**config.mk**
```make
export PLATFORM = sky130hd
export DESIGN_NAME = booth_mul_ctrl_flat
export DESIGN_NICKNAME = d
export VERILOG_FILES = /design/src/rtl/booth_pkg.sv /design/src/rtl/booth_mul_ctrl_if.sv /design/src/rtl/booth_recode.sv /design/src/rtl/booth_mul_ctrl.sv /design/src/flat_wrapper.sv
export SDC_FILE = /design/constraint.sdc
export NUM_CORES = 1
export LEC_CHECK = 0
export BUFFER_PORTS_ARGS = -buffer_cell sky130_fd_sc_hd__buf_4
export CORE_MARGIN = 2
export CORE_UTILIZATION = 50
export CTS_CLUSTER_SIZE = 8
export DETAILED_ROUTE_END_ITERATION = 12
export GPL_TIMING_DRIVEN = 0
export PLACE_DENSITY = 0.71
export REMOVE_ABC_BUFFERS = 1
export SLEW_MARGIN = 20
export SYNTH_ARGS = -nofsm -noshare
export SYNTH_HDL_FRONTEND = slang
export SYNTH_HIERARCHICAL = 1
export SYNTH_SLANG_ARGS = --single-unit
```
**constraint.sdc**
```tcl
create_clock -name clk -period 12.5 [get_ports clk]
set_clock_uncertainty 0.05 [all_clocks]
set_input_delay 3.75 -clock clk [delete_from_list [all_inputs] [get_ports clk]]
set_output_delay 3.75 -clock clk [all_outputs]
set_load 0.05 [all_outputs]
```
**src/rtl/booth_pkg.sv**
```systemverilog
// Shared types and constants for the Booth multiplier controller.
// Radix selection is controlled by the BOOTH_RADIX4_EN macro (undefined: radix-2).
package booth_pkg;

    typedef enum logic [1:0] {
        IDLE = 2'd0,
        RUN  = 2'd1,
        DONE = 2'd2
    } booth_state_t;

    typedef logic signed [2:0] booth_digit_t;

    localparam int DEFAULT_WORD_SIZE = 32;

`ifdef BOOTH_RADIX4_EN
    localparam int WIN_W      = 3;
    localparam int STEP_SHIFT = 2;
`else
    localparam int WIN_W      = 2;
    localparam int STEP_SHIFT = 1;
`endif

    function automatic int calc_iters(input int word_size);
        return word_size / STEP_SHIFT;
    endfunction

    localparam int ITERS = calc_iters(DEFAULT_WORD_SIZE);
    localparam int CNT_W = $clog2(ITERS);

endpackage

```
**src/rtl/booth_mul_ctrl_if.sv**
```systemverilog
// Start/busy/done handshake and operand/result bus between the ALU and the multiplier.
interface booth_mul_ctrl_if #(
    parameter int WORD_SIZE = 32
);
    logic                 start;
    logic [WORD_SIZE-1:0] x;
    logic [WORD_SIZE-1:0] y;
    logic                 busy;
    logic                 done;
    logic [WORD_SIZE-1:0] hi;
    logic [WORD_SIZE-1:0] lo;

    modport master (
        output start, x, y,
        input  busy, done, hi, lo
    );

    modport slave (
        input  start, x, y,
        output busy, done, hi, lo
    );
endinterface

```
**src/rtl/booth_recode.sv**
```systemverilog
// Combinational Booth recoder: maps the low window of Q to a signed digit.
// Radix-4 window {Q[1],Q[0],q_1} when BOOTH_RADIX4_EN is defined, else radix-2 {Q[0],q_1}.
module booth_recode
    import booth_pkg::*;
(
    input  logic [WIN_W-1:0] window,
    output booth_digit_t     digit
);

    always_comb begin
        digit = 3'b000;
`ifdef BOOTH_RADIX4_EN
        case (window)
            3'b001, 3'b010: digit = 3'b001;
            3'b011:         digit = 3'b010;
            3'b100:         digit = 3'b110;
            3'b101, 3'b110: digit = 3'b111;
            default:        digit = 3'b000;
        endcase
`else
        case (window)
            2'b01:   digit = 3'b001;
            2'b10:   digit = 3'b111;
            default: digit = 3'b000;
        endcase
`endif
    end

endmodule

```
**src/rtl/booth_mul_ctrl.sv**
```systemverilog
// Iterative signed Booth multiplier with start/busy/done sequencing and HI/LO result registers.
// BOOTH_RADIX4_EN selects radix-4 recoding (half the steps); products are identical either way.
module booth_mul_ctrl
    import booth_pkg::*;
#(
    parameter int WORD_SIZE = DEFAULT_WORD_SIZE
) (
    input  logic                  clk,
    input  logic                  clr,
    booth_mul_ctrl_if.slave       bus
);

    localparam int STEPS  = calc_iters(WORD_SIZE);
    localparam int STEP_W = (STEPS > 1) ? $clog2(STEPS) : 1;
    localparam int AW     = WORD_SIZE + 2;
    localparam int PW     = AW + WORD_SIZE + 1;

    booth_state_t          state;
    logic [STEP_W-1:0]     count;
    logic                  busy_r;
    logic                  done_r;
    logic [WORD_SIZE-1:0]  hi_r;
    logic [WORD_SIZE-1:0]  lo_r;

    logic signed [AW-1:0]  a_reg;
    logic [WORD_SIZE-1:0]  q_reg;
    logic                  q_1;
    logic [WORD_SIZE-1:0]  y_reg;

    booth_digit_t          digit;
    logic signed [AW-1:0]  y_ext;
    logic signed [AW-1:0]  mag;
    logic signed [AW-1:0]  addend;
    logic signed [AW-1:0]  sum;
    logic signed [PW-1:0]  shifted;
    logic signed [AW-1:0]  next_a;
    logic [WORD_SIZE-1:0]  next_q;
    logic                  next_q1;

    booth_recode u_recode (
        .window ({q_reg[WIN_W-2:0], q_1}),
        .digit  (digit)
    );

    // Two guard bits on A keep +/-2Y and the negated most-negative operand in range.
    always_comb begin
        y_ext   = {{2{y_reg[WORD_SIZE-1]}}, y_reg};
        mag     = '0;
        case (digit)
            3'b001, 3'b111: mag = y_ext;
            3'b010, 3'b110: mag = y_ext <<< 1;
            default:        mag = '0;
        endcase
        addend  = digit[2] ? -mag : mag;
        sum     = a_reg + addend;
        shifted = $signed({sum, q_reg, q_1}) >>> STEP_SHIFT;
        next_a  = shifted[PW-1 -: AW];
        next_q  = shifted[WORD_SIZE:1];
        next_q1 = shifted[0];
    end

    always_ff @(posedge clk) begin
        if (!clr) begin
            state  <= IDLE;
            count  <= '0;
            busy_r <= 1'b0;
            done_r <= 1'b0;
            hi_r   <= '0;
            lo_r   <= '0;
            a_reg  <= '0;
            q_reg  <= '0;
            q_1    <= 1'b0;
            y_reg  <= '0;
        end else begin
            done_r <= 1'b0;
            case (state)
                IDLE, DONE: begin
                    if (bus.start) begin
                        y_reg  <= bus.y;
                        a_reg  <= '0;
                        q_reg  <= bus.x;
                        q_1    <= 1'b0;
                        count  <= '0;
                        busy_r <= 1'b1;
                        state  <= RUN;
                    end else begin
                        state  <= IDLE;
                    end
                end
                RUN: begin
                    a_reg <= next_a;
                    q_reg <= next_q;
                    q_1   <= next_q1;
                    count <= count + 1'b1;
                    // hi/lo are only touched here so the previous product stays readable during RUN.
                    if (count == STEP_W'(STEPS - 1)) begin
                        hi_r   <= next_a[WORD_SIZE-1:0];
                        lo_r   <= next_q;
                        busy_r <= 1'b0;
                        done_r <= 1'b1;
                        state  <= DONE;
                    end
                end
                default: begin
                    busy_r <= 1'b0;
                    state  <= IDLE;
                end
            endcase
        end
    end

    assign bus.busy = busy_r;
    assign bus.done = done_r;
    assign bus.hi   = hi_r;
    assign bus.lo   = lo_r;

endmodule

```
**src/flat_wrapper.sv**
```systemverilog
// flat-port wrapper written by rule: the top's interface ports become plain ports
module booth_mul_ctrl_flat import booth_pkg::*;
#(
    parameter int WORD_SIZE = DEFAULT_WORD_SIZE
)
  (clk, clr, bus_start, bus_x, bus_y, bus_busy, bus_done, bus_hi, bus_lo);
  booth_mul_ctrl_if #(.WORD_SIZE(WORD_SIZE)) bus_i ();
  input  logic clk;
  input  logic clr;
  input wire logic [$bits(bus_i.start)-1:0] bus_start;
  input wire logic [$bits(bus_i.x)-1:0] bus_x;
  input wire logic [$bits(bus_i.y)-1:0] bus_y;
  output wire logic [$bits(bus_i.busy)-1:0] bus_busy;
  output wire logic [$bits(bus_i.done)-1:0] bus_done;
  output wire logic [$bits(bus_i.hi)-1:0] bus_hi;
  output wire logic [$bits(bus_i.lo)-1:0] bus_lo;
  assign bus_i.start = bus_start;
  assign bus_i.x = bus_x;
  assign bus_i.y = bus_y;
  assign bus_busy = bus_i.busy;
  assign bus_done = bus_i.done;
  assign bus_hi = bus_i.hi;
  assign bus_lo = bus_i.lo;
  booth_mul_ctrl #(.WORD_SIZE(WORD_SIZE)) u_core (.clk(clk), .clr(clr), .bus(bus_i));
endmodule
```
# Yosys cells after proc, flatten, opt, wreduce, memory -nomap -nowiden
# Index checks and enable logic that the tools add are counted.
# Widths: inputs -> output; s select.
# totals
reg_bits	172
latch_bits	0
ram_bits	0
mem_bits_ro	0
inputBits	67
output_inout_bits	66
elab_cells	52
memories	0
# classes
add_sub_neg	3
mul	0
n_div	0
order_cmp	0
n_eq_ne	11
shifts	0
n_mux	18
n_bitwise	0
reduce_logical	10
# ops
operator	n
$pmux 34 s2	2
$mux 34	2
$pmux 32 s2	1
$add 34x34->34	1
$neg 34->34	1
$mux 32	1
$pmux 5 s2	1
$reduce_and 2->1	5
$eq 3x3->1 const B	2
$pmux 3 s2	1
$reduce_or 2->1	3
$add 5x1->5 const B	1
$eq 5x5->1 const B	1
$mux 1	5
$mux 5	1
$eq 2x1->1 const B	2
$eq 2x2->1 const B	2
$pmux 1 s2	2
$pmux 2 s2	1
$eq 3x1->1 const B	1
$eq 3x2->1 const B	1
$logic_not 2->1	1
$mux 2	1
$ne 2x1->1 const B	1
2 further kinds	2

# Depth between registers and ports, before layout
# Gate-level depths: netlist (run 1).
# logic_depth
word_depth	9
depth_mapped	30
mapped_depth_nobuf	25

# Cells and area by module
# The synthesis (run 1) kept the hierarchy.
# by_module_without_submodules
mod	instances	cells_per_inst	area_per_inst_um2	seq_area_each_um2
booth_mul_ctrl	1	1200	9225.1	3423.3
booth_recode	1	4	27.5	0.0

# Worst setup path before layout (run 1)
# Ideal clock, no wire load.
# synth_timing
path_kind	reg2reg
start	register u_core.q_1
end	register u_core.hi_r[30] (netlist: u_core/bus.hi[30])
setup_time_ns	0.122
t_arrival_ns	5.562
t_required_ns	12.328
setup_slack_ns	6.766
stages_incl_launch_ff	31
path_buffers	5
period_less_slack_ns	5.734
cell_sequence	dfxtp_1 inv_1 ha_1 buf_4 nand2_1 a21boi_2 clkbuf_1 clkbuf_1 a22oi_1 ha_1 inv_1 a21oi_2 o221ai_1 or4_4 or3b_1 buf_2 o21ai_2 nand2_1 o211a_1 o21ai_2 ha_1 clkbuf_1 a21oi_1 o21bai_1 a21o_1 a21o_1 a21o_1 a21o_1 a211oi_1 nor4_1 a311o_1
# synth_via
elab_chain_cells	8
word_cells_on_any_way	13
classes_between	add/sub (2); eq/ne (6); mux (3); reduce/logical (2)
# synth_rtl
element	line	rtl
start, declared	booth_mul_ctrl.sv:27	logic q_1;
start signal, assigned	booth_mul_ctrl.sv:93	q_1 <= next_q1;
$eq 2x2->1 / $eq 2x1->1 (equally long branches)	booth_recode.sv:21	case (window)
$pmux 3 s2 (*)	booth_recode.sv:21	
via u_core.digit[1]	booth_mul_ctrl.sv:30	booth_digit_t digit;
$eq 3x2->1, or another cell as far along	booth_mul_ctrl.sv:49	case (digit)
$reduce_or 2->1	booth_mul_ctrl.sv:49	
$pmux 34 s2 (*)	booth_mul_ctrl.sv:49	
$neg 34->34	booth_mul_ctrl.sv:54	addend = digit[2] ? -mag : mag;
$mux 34 (*)	booth_mul_ctrl.sv:54	
$add 34x34->34 (*)	booth_mul_ctrl.sv:55	sum = a_reg + addend;
end signal, assigned	booth_mul_ctrl.sv:97	hi_r <= next_a[WORD_SIZE-1:0];
end, declared	booth_mul_ctrl.sv:22	logic [WORD_SIZE-1:0] hi_r;
# The timed path passes the listed nets; every way through them passes the cells marked *.
# A chain may end at the register's enable or synchronous reset.

# Worst setup path in the final report (run 1)
# layout_timing
start	register u_core.q_reg[0]
end	register u_core.a_reg[29]
# layout_via
elab_chain_cells	9
word_cells_on_any_way	14
classes_between	add/sub (2); eq/ne (6); mux (4); reduce/logical (2)
# layout_rtl
element	line	rtl
start, declared	booth_mul_ctrl.sv:26	logic [WORD_SIZE-1:0] q_reg;
start signal, assigned	booth_mul_ctrl.sv:81	q_reg <= bus.x;
start signal, assigned	booth_mul_ctrl.sv:92	q_reg <= next_q;
$eq 2x2->1 / $eq 2x1->1 (equally long branches)	booth_recode.sv:21	
$pmux 3 s2 (*)	booth_recode.sv:21	
via u_core.digit[0]	booth_mul_ctrl.sv:30	
$eq 3x2->1, or another cell as far along	booth_mul_ctrl.sv:49	
$reduce_or 2->1	booth_mul_ctrl.sv:49	
$pmux 34 s2 (*)	booth_mul_ctrl.sv:49	
$neg 34->34	booth_mul_ctrl.sv:54	
$mux 34 (*)	booth_mul_ctrl.sv:54	
$add 34x34->34 (*)	booth_mul_ctrl.sv:55	
$pmux 34 s2 (*)	booth_mul_ctrl.sv:76	case (state)
end signal, assigned	booth_mul_ctrl.sv:91	a_reg <= next_a;
end, declared	booth_mul_ctrl.sv:25	logic signed [AW-1:0] a_reg;
# Marked as above.

==> flow_metrics.py, run 1 <==
metrics = {
    "outcome": {
        "outcome": "finished, violations left",
        "violated_checks": "DRC",
    },
    "yosys": {
        "postSynthRegisterBits": 171,
        "synth-edff-count": 0,
        "synth_async_sr_flop_share_pct": 0,
        "post_synth_inst_count": 1204,
        "synth.largest_area_cell": "dfxtp_1",
        "syn_area_per_cell_um2": 7.68,
        "ys_seq_area_share_pct": 37.0,
        "yosysUniqueCellTypes": 64,
        "synth.cell_area_um2": 9250,
        "synth_largest_type_area_fraction_pct": 37.0,
        "ys_dominant_reg_cell": "dfxtp_1",
        "ys.warnings.count": 6,
        "yosys-top-cells-area": "dfxtp_1, nand2_1, a21oi_1",
    },
    "power_and_ir_drop": {
        "peakVddDrop_mv": 0.0988,
        "pwr_density_cell_nw_per_um2": 122,
        "cellLeakagePower_nw": 4.50,
    },
    "setup_path": {
        "critical_setup_path_kind": "reg2reg",
        "cp_num_buf_inv": 1,
        "regToRegEndpoint": "u_core/a_reg[29]",
        "timing.rr.start": "u_core/q_reg[0]",
        "path_max_fanout": 48,
        "reg2reg_slack_ns": 5.47,
        "worst_path_max_delay_cell": "xnor2_2",
        "crit_arrival_ns": 7.28,
        "critPathLaunchType": "register",
        "timing.critical_path.required_ns": 12.74,
        "crit_chain": "ha_2, inv_2, nand2b_1, xnor2_2, o221ai_1, or4_4, or3b_1, nand3_1, nand2_1, ha_1, a211oi_1, o21ai_0, a211oi_1, a21oi_1, o2111ai_1, nand3_1, a221oi_1, xor2_1, o21ai_0",
        "worst_path_largest_cell_delay_ns": 0.73,
        "worstRegToRegCells": 19,
        "critical_path.endpoint_type": "register",
        "critical_path.top_delay_family": "compound AO/OA/AOI/OAI gates",
    },
    "sta": {
        "setup_repair_after_global_routing_missed_its_margin": "no",
        "drv_slew": 0,
        "final-setup-viol-count": 0,
        "holdWs_ns": 0.404,
        "report.final.hold_viol_count": 0,
        "max_freq_mhz": 142,
        "max_slew.worst_pin.slew_ns": 0.832,
        "totalNegativeSetupSlack_ns": 0,
        "slew_headroom_pct": 44.2,
        "period_utilisation_layout_pct": 56.3,
        "finalCriticalPeriod_ns": 7.03,
    },
    "die": {
        "die_w_um": 140,
        "start_util_pct": 51.2,
        "ioPinCount": 133,
        "die_height_um": 140,
        "placementRows": 49,
        "die-area_um2": 19600,
        "fp.coreArea_um2": 18100,
    },
    "cts": {
        "tritoncts_num_sinks": 171,
        "cts_root_buf": "clkbuf_16",
        "insertion_delay_ns": 0.44,
        "cts_hold_buffers": 0,
        "cts.htree.levels": 4,
        "cts_buffer_depth": 2,
        "cts-buffers-inserted": 17,
        "post_cts.resized_instances": 0,
        "clkTransAtPathRegs_ns": 0.07,
        "tritoncts": "done",
        "postCtsSetupBuffers": 0,
    },
    "layout": {
        "layout-drive-gt1-share_pct": 15.1,
        "most-common-layout-cells": "nand2_1, dfxtp_1, a21oi_1",
        "layout.cells.most_common": "nand2_1",
        "antenna-diode-count": 0,
        "number_of_flip_flops_under_the_largest_register_name": 33,
        "postLayoutCellArea_um2": 11100,
        "fillCellCount": 1636,
        "combined_flip_flop_and_latch_cell_area_um2": 3420,
        "synthToLayoutAreaGrowth_pct": 19.8,
        "layout.nets": 1391,
        "multi_input_comb_area_um2": 5490,
    },
    "placement": {
        "gp_routability_congestion": 0.906,
        "dpl-instance-area_um2": 10500,
        "number_of_buffer_cells_added_on_primary_ports": 132,
        "place_hpwl_um": 16700,
    },
    "global_route": {
        "via_count_of_the_first_global_routing_pass": 8191,
        "pin_count_of_the_biggest_net_entering_global_routing": 89,
        "initial_antenna_violation_count": 0,
        "global_route.overflow_total": 0,
        "grt_first_pass_wirelength_um": 40600,
        "global_route.usage.total_pct": 25.2,
    },
    "route": {
        "drt_pass1_iterations": 11,
        "drc": 7,
        "detail-route-antenna-nets": 0,
        "via_per_inst": 5.83,
        "num_vias": 8896,
        "detail_route.iter0.violations": 666,
        "drt-wirelength-per-cell_um": 15.9,
        "post_detailed_routing_wire_length_um": 24300,
    },
    "worst_hold_path": {
        "timing.hold.worst_endpoint": "u_core/bus.lo[8]",
        "hold_path_class": "reg2reg",
        "hp-start": "u_core/bus.lo[8]",
        "min_path_cells": 2,
    },
    "flow_run": {
        "cap_viol_max_count": 0,
    },
}
==> final cells by class <==
| cell class | instances | area share [%] |
|---|---|---|
| Clock buffer | 18 | 3.87 |
| Clock inverter | 14 | 1.60 |
| Inverter | 18 | 0.655 |
| Multi-Input combinational cell | 935 | 49.5 |
| Sequential cell | 171 | 30.9 |
| Tap cell | 229 | 2.59 |
| Timing Repair Buffer | 142 | 10.9 |
==> per-stage QoR <==
stage / instances / util [%] / setup WS (ns) / total power, mW
after floorplan: 1124 / - / 4.25 / 0.732
after global placement: 1485 / 56.4 / 0.110 / 0.798
after detailed placement: 1495 / 57.9 / 5.63 / 0.810
after CTS: 1527 / 61.2 / 5.58 / 1.36
after global routing: 1527 / 61.3 / 4.87 / 1.41
final: 1527 / 61.3 / 5.47 / 1.35
==> where the power goes <==
part	switching, mW	internal (mW)
sequential	0.0183	0.563
combinational	0.135	0.0852
clock	0.246	0.304
total	0.400	0.952
==> cell usage after synthesis, types with 3 or more instances <==
master and n:
xor2_1 31, o21ai_1 10, buf_1 13, and3_1 8, a22o_1 9, o21ai_0 63
clkbuf_1 60, a21boi_0 3, o21bai_1 7, nand4_1 3, a21o_1 24, nor2b_1 21
inv_1 18, mux2i_1 3, o221ai_1 3, nor3_1 12, xnor2_1 25, buf_4 3
nor2_1 65, a211oi_1 14, or3_1 6, buf_2 3, nor4_1 3, o211ai_1 7
a22oi_1 68, and2_1 7, o211a_1 3, o21a_1 8, nand2b_1 5, o21ai_2 3
a21oi_1 158, nand2_1 255, a41oi_1 3, or2_2 3, o2111ai_1 3, dfxtp_1 171
nand3b_1 3, ha_1 38, a31oi_1 10, nand3_1 23
==> worst reg2reg max path, delay by kind of cell (launching register included) <==
kind	cells	cell delay, ns
xor gates and xnor gates	2	0.90
AOI/OAI and AO/OA	8	2.36
buffers and inverters	1	0.57
DFF	1	0.40
and+or+nand+nor	6	1.95
adders and majority gates	2	0.67
==> metal layers <==
layer	vias to the layer above	routed length, µm	track usage, %	share of wire [%]
met5	-	0	0	0
met4	0	405	8.08	1.7
met3	32	1140	4.62	4.7
met2	225	11700	41.7	48
met1	4217	11000	33.6	45
li1	4422	-	-	-
==> cells by family (layout without fill, tap and decap cells) <==
kind of cell / count (synthesis) / after routing / synth area share [%]
buffers and inverters: 98 / 192 / 4.22
multiplexers: 3 / 3 / 0.325
AND/OR/NAND/NOR: 421 / 421 / 19.6
flip-flops: 171 / 171 / 37.0
adder cells (fa/ha/maj): 39 / 39 / 5.36
AO/OA/AOI/OAI: 415 / 415 / 28.0
XOR/XNOR: 57 / 57 / 5.48
==> worst max-delay path by stage <==
stage,endpoint,start,cells past startpoint
global placement,u_core/a_reg[17],bus_start,5
detailed placement,u_core/a_reg[29],u_core/q_reg[0],19
floorplan,u_core/a_reg[17],bus_start,4
global route,u_core/a_reg[29],u_core/q_reg[0],19
finish,u_core/a_reg[29],u_core/q_reg[0],19
CTS,u_core/a_reg[29],u_core/q_reg[0],19
Note: power is estimated with default switching activity, not from simulation.
==> run 2: changes to the inputs <==
clock period = 6.6 ns   (was 12.5 ns; I/O delays follow)
==> run 2 against run 1 <==
The run still ends with DRC left. Cell count barely moved. Clock power rose by 89%. Design area rose by 0.59%. Global-route usage barely moved. Count of clock-buffer cells in the layout did not move. Non-clock buffer count did not move. Die area did not move. Register-to-register slack got worse by 5.1 ns. Sequential power rose by 89%. Critical endpoint unchanged.
==> flow_metrics.py, run 2 (synthesis gave the netlist of run 1 again) <==
metrics = {
    "outcome": {
        "outcome": "finished, violations left",
        "violated_checks": "DRC",
    },
    "die": {
        "ioPinCount": 133,
        "start_util_pct": 51.2,
        "die_height_um": 140,
        "die_w_um": 140,
        "fp.coreArea_um2": 18100,
        "die-area_um2": 19600,
        "placementRows": 49,
    },
    "cts": {
        "cts-buffers-inserted": 17,
        "cts_buffer_depth": 2,
        "cts_root_buf": "clkbuf_16",
        "tritoncts_num_sinks": 171,
        "clkTransAtPathRegs_ns": 0.07,
        "tritoncts": "done",
        "cts.htree.levels": 4,
        "cts_hold_buffers": 0,
        "insertion_delay_ns": 0.44,
    },
    "sta": {
        "drv_slew": 0,
        "totalNegativeSetupSlack_ns": 0,
        "max_freq_mhz": 160,
        "slew_headroom_pct": 53.6,
        "max_slew.worst_pin.slew_ns": 0.695,
        "final-setup-viol-count": 0,
        "finalCriticalPeriod_ns": 6.24,
        "period_utilisation_layout_pct": 94.6,
        "report.final.hold_viol_count": 0,
    },
    "route": {
        "via_per_inst": 5.84,
        "detail-route-antenna-nets": 0,
        "post_detailed_routing_wire_length_um": 24500,
        "drc": 7,
        "detail_route.iter0.violations": 664,
        "drt-wirelength-per-cell_um": 16.0,
        "drt_pass1_iterations": 11,
        "num_vias": 8916,
    },
    "power_and_ir_drop": {
        "power_switching_uw": 760,
        "switching_share_pct": 29.6,
        "comb_power_share_pct": 16.6,
        "clock_power_share_pct": 40.5,
        "internal-power_mw": 1.81,
        "power_frac_seq_pct": 42.9,
        "peakVddDrop_mv": 0.187,
        "cellLeakagePower_nw": 4.51,
        "pwr_density_cell_nw_per_um2": 230,
    },
    "setup_path": {
        "critical_path.endpoint_type": "register",
        "crit_arrival_ns": 6.48,
        "timing.rr.start": "u_core/q_reg[0]",
        "critPathLaunchType": "register",
        "path_max_fanout": 49,
        "reg2reg_slack_ns": 0.36,
        "timing.critical_path.required_ns": 6.84,
        "crit_chain": "ha_4, inv_4, and2b_4, a22oi_1, ha_1, inv_1, a21oi_2, o221ai_1, or4_4, or3b_1, nand3_2, nand2_1, ha_1, a211oi_2, o21ai_0, a211oi_2, a21oi_1, o2111ai_1, nand3_1, a221oi_2, xor2_1, o21ai_0",
        "critical_setup_path_kind": "reg2reg",
        "worst_path_largest_cell_delay_ns": 0.52,
        "worst_path_max_delay_cell": "or3b_1",
        "worstRegToRegCells": 22,
        "startpoint": "u_core/q_reg[0]",
        "regToRegEndpoint": "u_core/a_reg[29]",
        "critPathCapture": "u_core/a_reg[29]",
    },
    "layout": {
        "number_of_flip_flops_under_the_largest_register_name": 33,
        "synthToLayoutAreaGrowth_pct": 20.5,
        "postLayoutCellArea_um2": 11100,
        "final_cell_count_no_fill": 1528,
        "layout.nets": 1392,
        "most-common-layout-cells": "nand2_1, dfxtp_1, a21oi_1",
        "fillCellCount": 1625,
        "layout-drive-gt1-share_pct": 15.6,
        "core_utilization_of_the_finished_layout_pct": 61.6,
        "layout.cells.most_common": "nand2_1",
        "antenna-diode-count": 0,
    },
    "global_route": {
        "grt_first_pass_wirelength_um": 40600,
        "global_route.usage.total_pct": 25.2,
        "pin_count_of_the_biggest_net_entering_global_routing": 89,
        "global_route.overflow_total": 0,
        "initial_antenna_violation_count": 0,
        "via_count_of_the_first_global_routing_pass": 8174,
    },
    "placement": {
        "gp_routability_congestion": 0.906,
        "dpl-instance-area_um2": 10500,
        "placed_cells_incl_taps": 1495,
        "number_of_buffer_cells_added_on_primary_ports": 132,
        "place_hpwl_um": 16700,
    },
    "worst_hold_path": {
        "hold_path_class": "reg2reg",
    },
    "flow_run": {
        "cap_viol_max_count": 0,
    },
}
==> run 2: critical path, delay by kind of cell, from the launching register on <==
family,cells,cell delay [ns]
xor+xnor,1,0.17
buf+inv,2,0.43
flops,1,0.44
fa+ha+maj,3,0.79
simple gates,6,1.92
compound gates,10,2.30
==> run 2: what timing repair did <==
item | CTS | global route
gates cloned | 0 | 1
setup buffers | 0 | 0
pin swaps | 0 | 1
endpoints found under the setup margin | 21 | 33
gates resized for setup | 3 | 7
==> run 2: layout make-up <==
class | count | area (µm²) | area share, %
clock inverters | 14 | 178 | 1.59
clock buffers | 18 | 429 | 3.85
multi-input cells | 936 | 5550 | 49.8
inverters | 18 | 75.1 | 0.673
well taps | 229 | 287 | 2.57
repair buffers | 142 | 1200 | 10.8
flip-flops and latches | 171 | 3420 | 30.7
==> run 2: routing by layer <==
layer  vias up  share of wire (%)  track usage, %
met1      4188                 45            33.7
met4         0                1.9            8.08
met2       265                 48            41.7
met5         -                  0               0
met3        36                5.2            4.38
li1       4427                  -               -
==> run 2: power groups by stage <==
stage / Combinational, mW / Clock (mW) / Sequential, mW
floorplan: 0.271 / 0 / 1.12
global placement: 0.388 / 0 / 1.12
detailed placement: 0.410 / 0 / 1.12
CTS: 0.417 / 1.06 / 1.10
global route: 0.469 / 1.11 / 1.11
finish: 0.425 / 1.04 / 1.10
==> run 2: how the worst min path moves through the flow <==
stage                            from                end  slack [ns]  depth (start not counted)
floorplan            u_core/a_reg[12]   u_core/a_reg[12]        0.38                          2
global placement     u_core/a_reg[23]   u_core/a_reg[23]        0.39                          2
detailed placement  u_core/bus.lo[10]  u_core/bus.lo[10]        0.40                          2
CTS                  u_core/bus.lo[2]   u_core/bus.lo[2]        0.41                          2
global route        u_core/bus.lo[16]  u_core/bus.lo[16]        0.42                          2
finish               u_core/bus.lo[8]   u_core/bus.lo[8]        0.40                          2
==> run 2: metrics by stage <==
stage	total power [mW]	hold WS, ns	worst slack (ns)
finish	2.57	0.404	0.357
global route	2.68	0.421	-0.0193
CTS	2.58	0.407	0.0723
detailed placement	1.53	0.397	-0.272
global placement	1.51	0.393	-4.02
floorplan	1.39	0.382	0.115
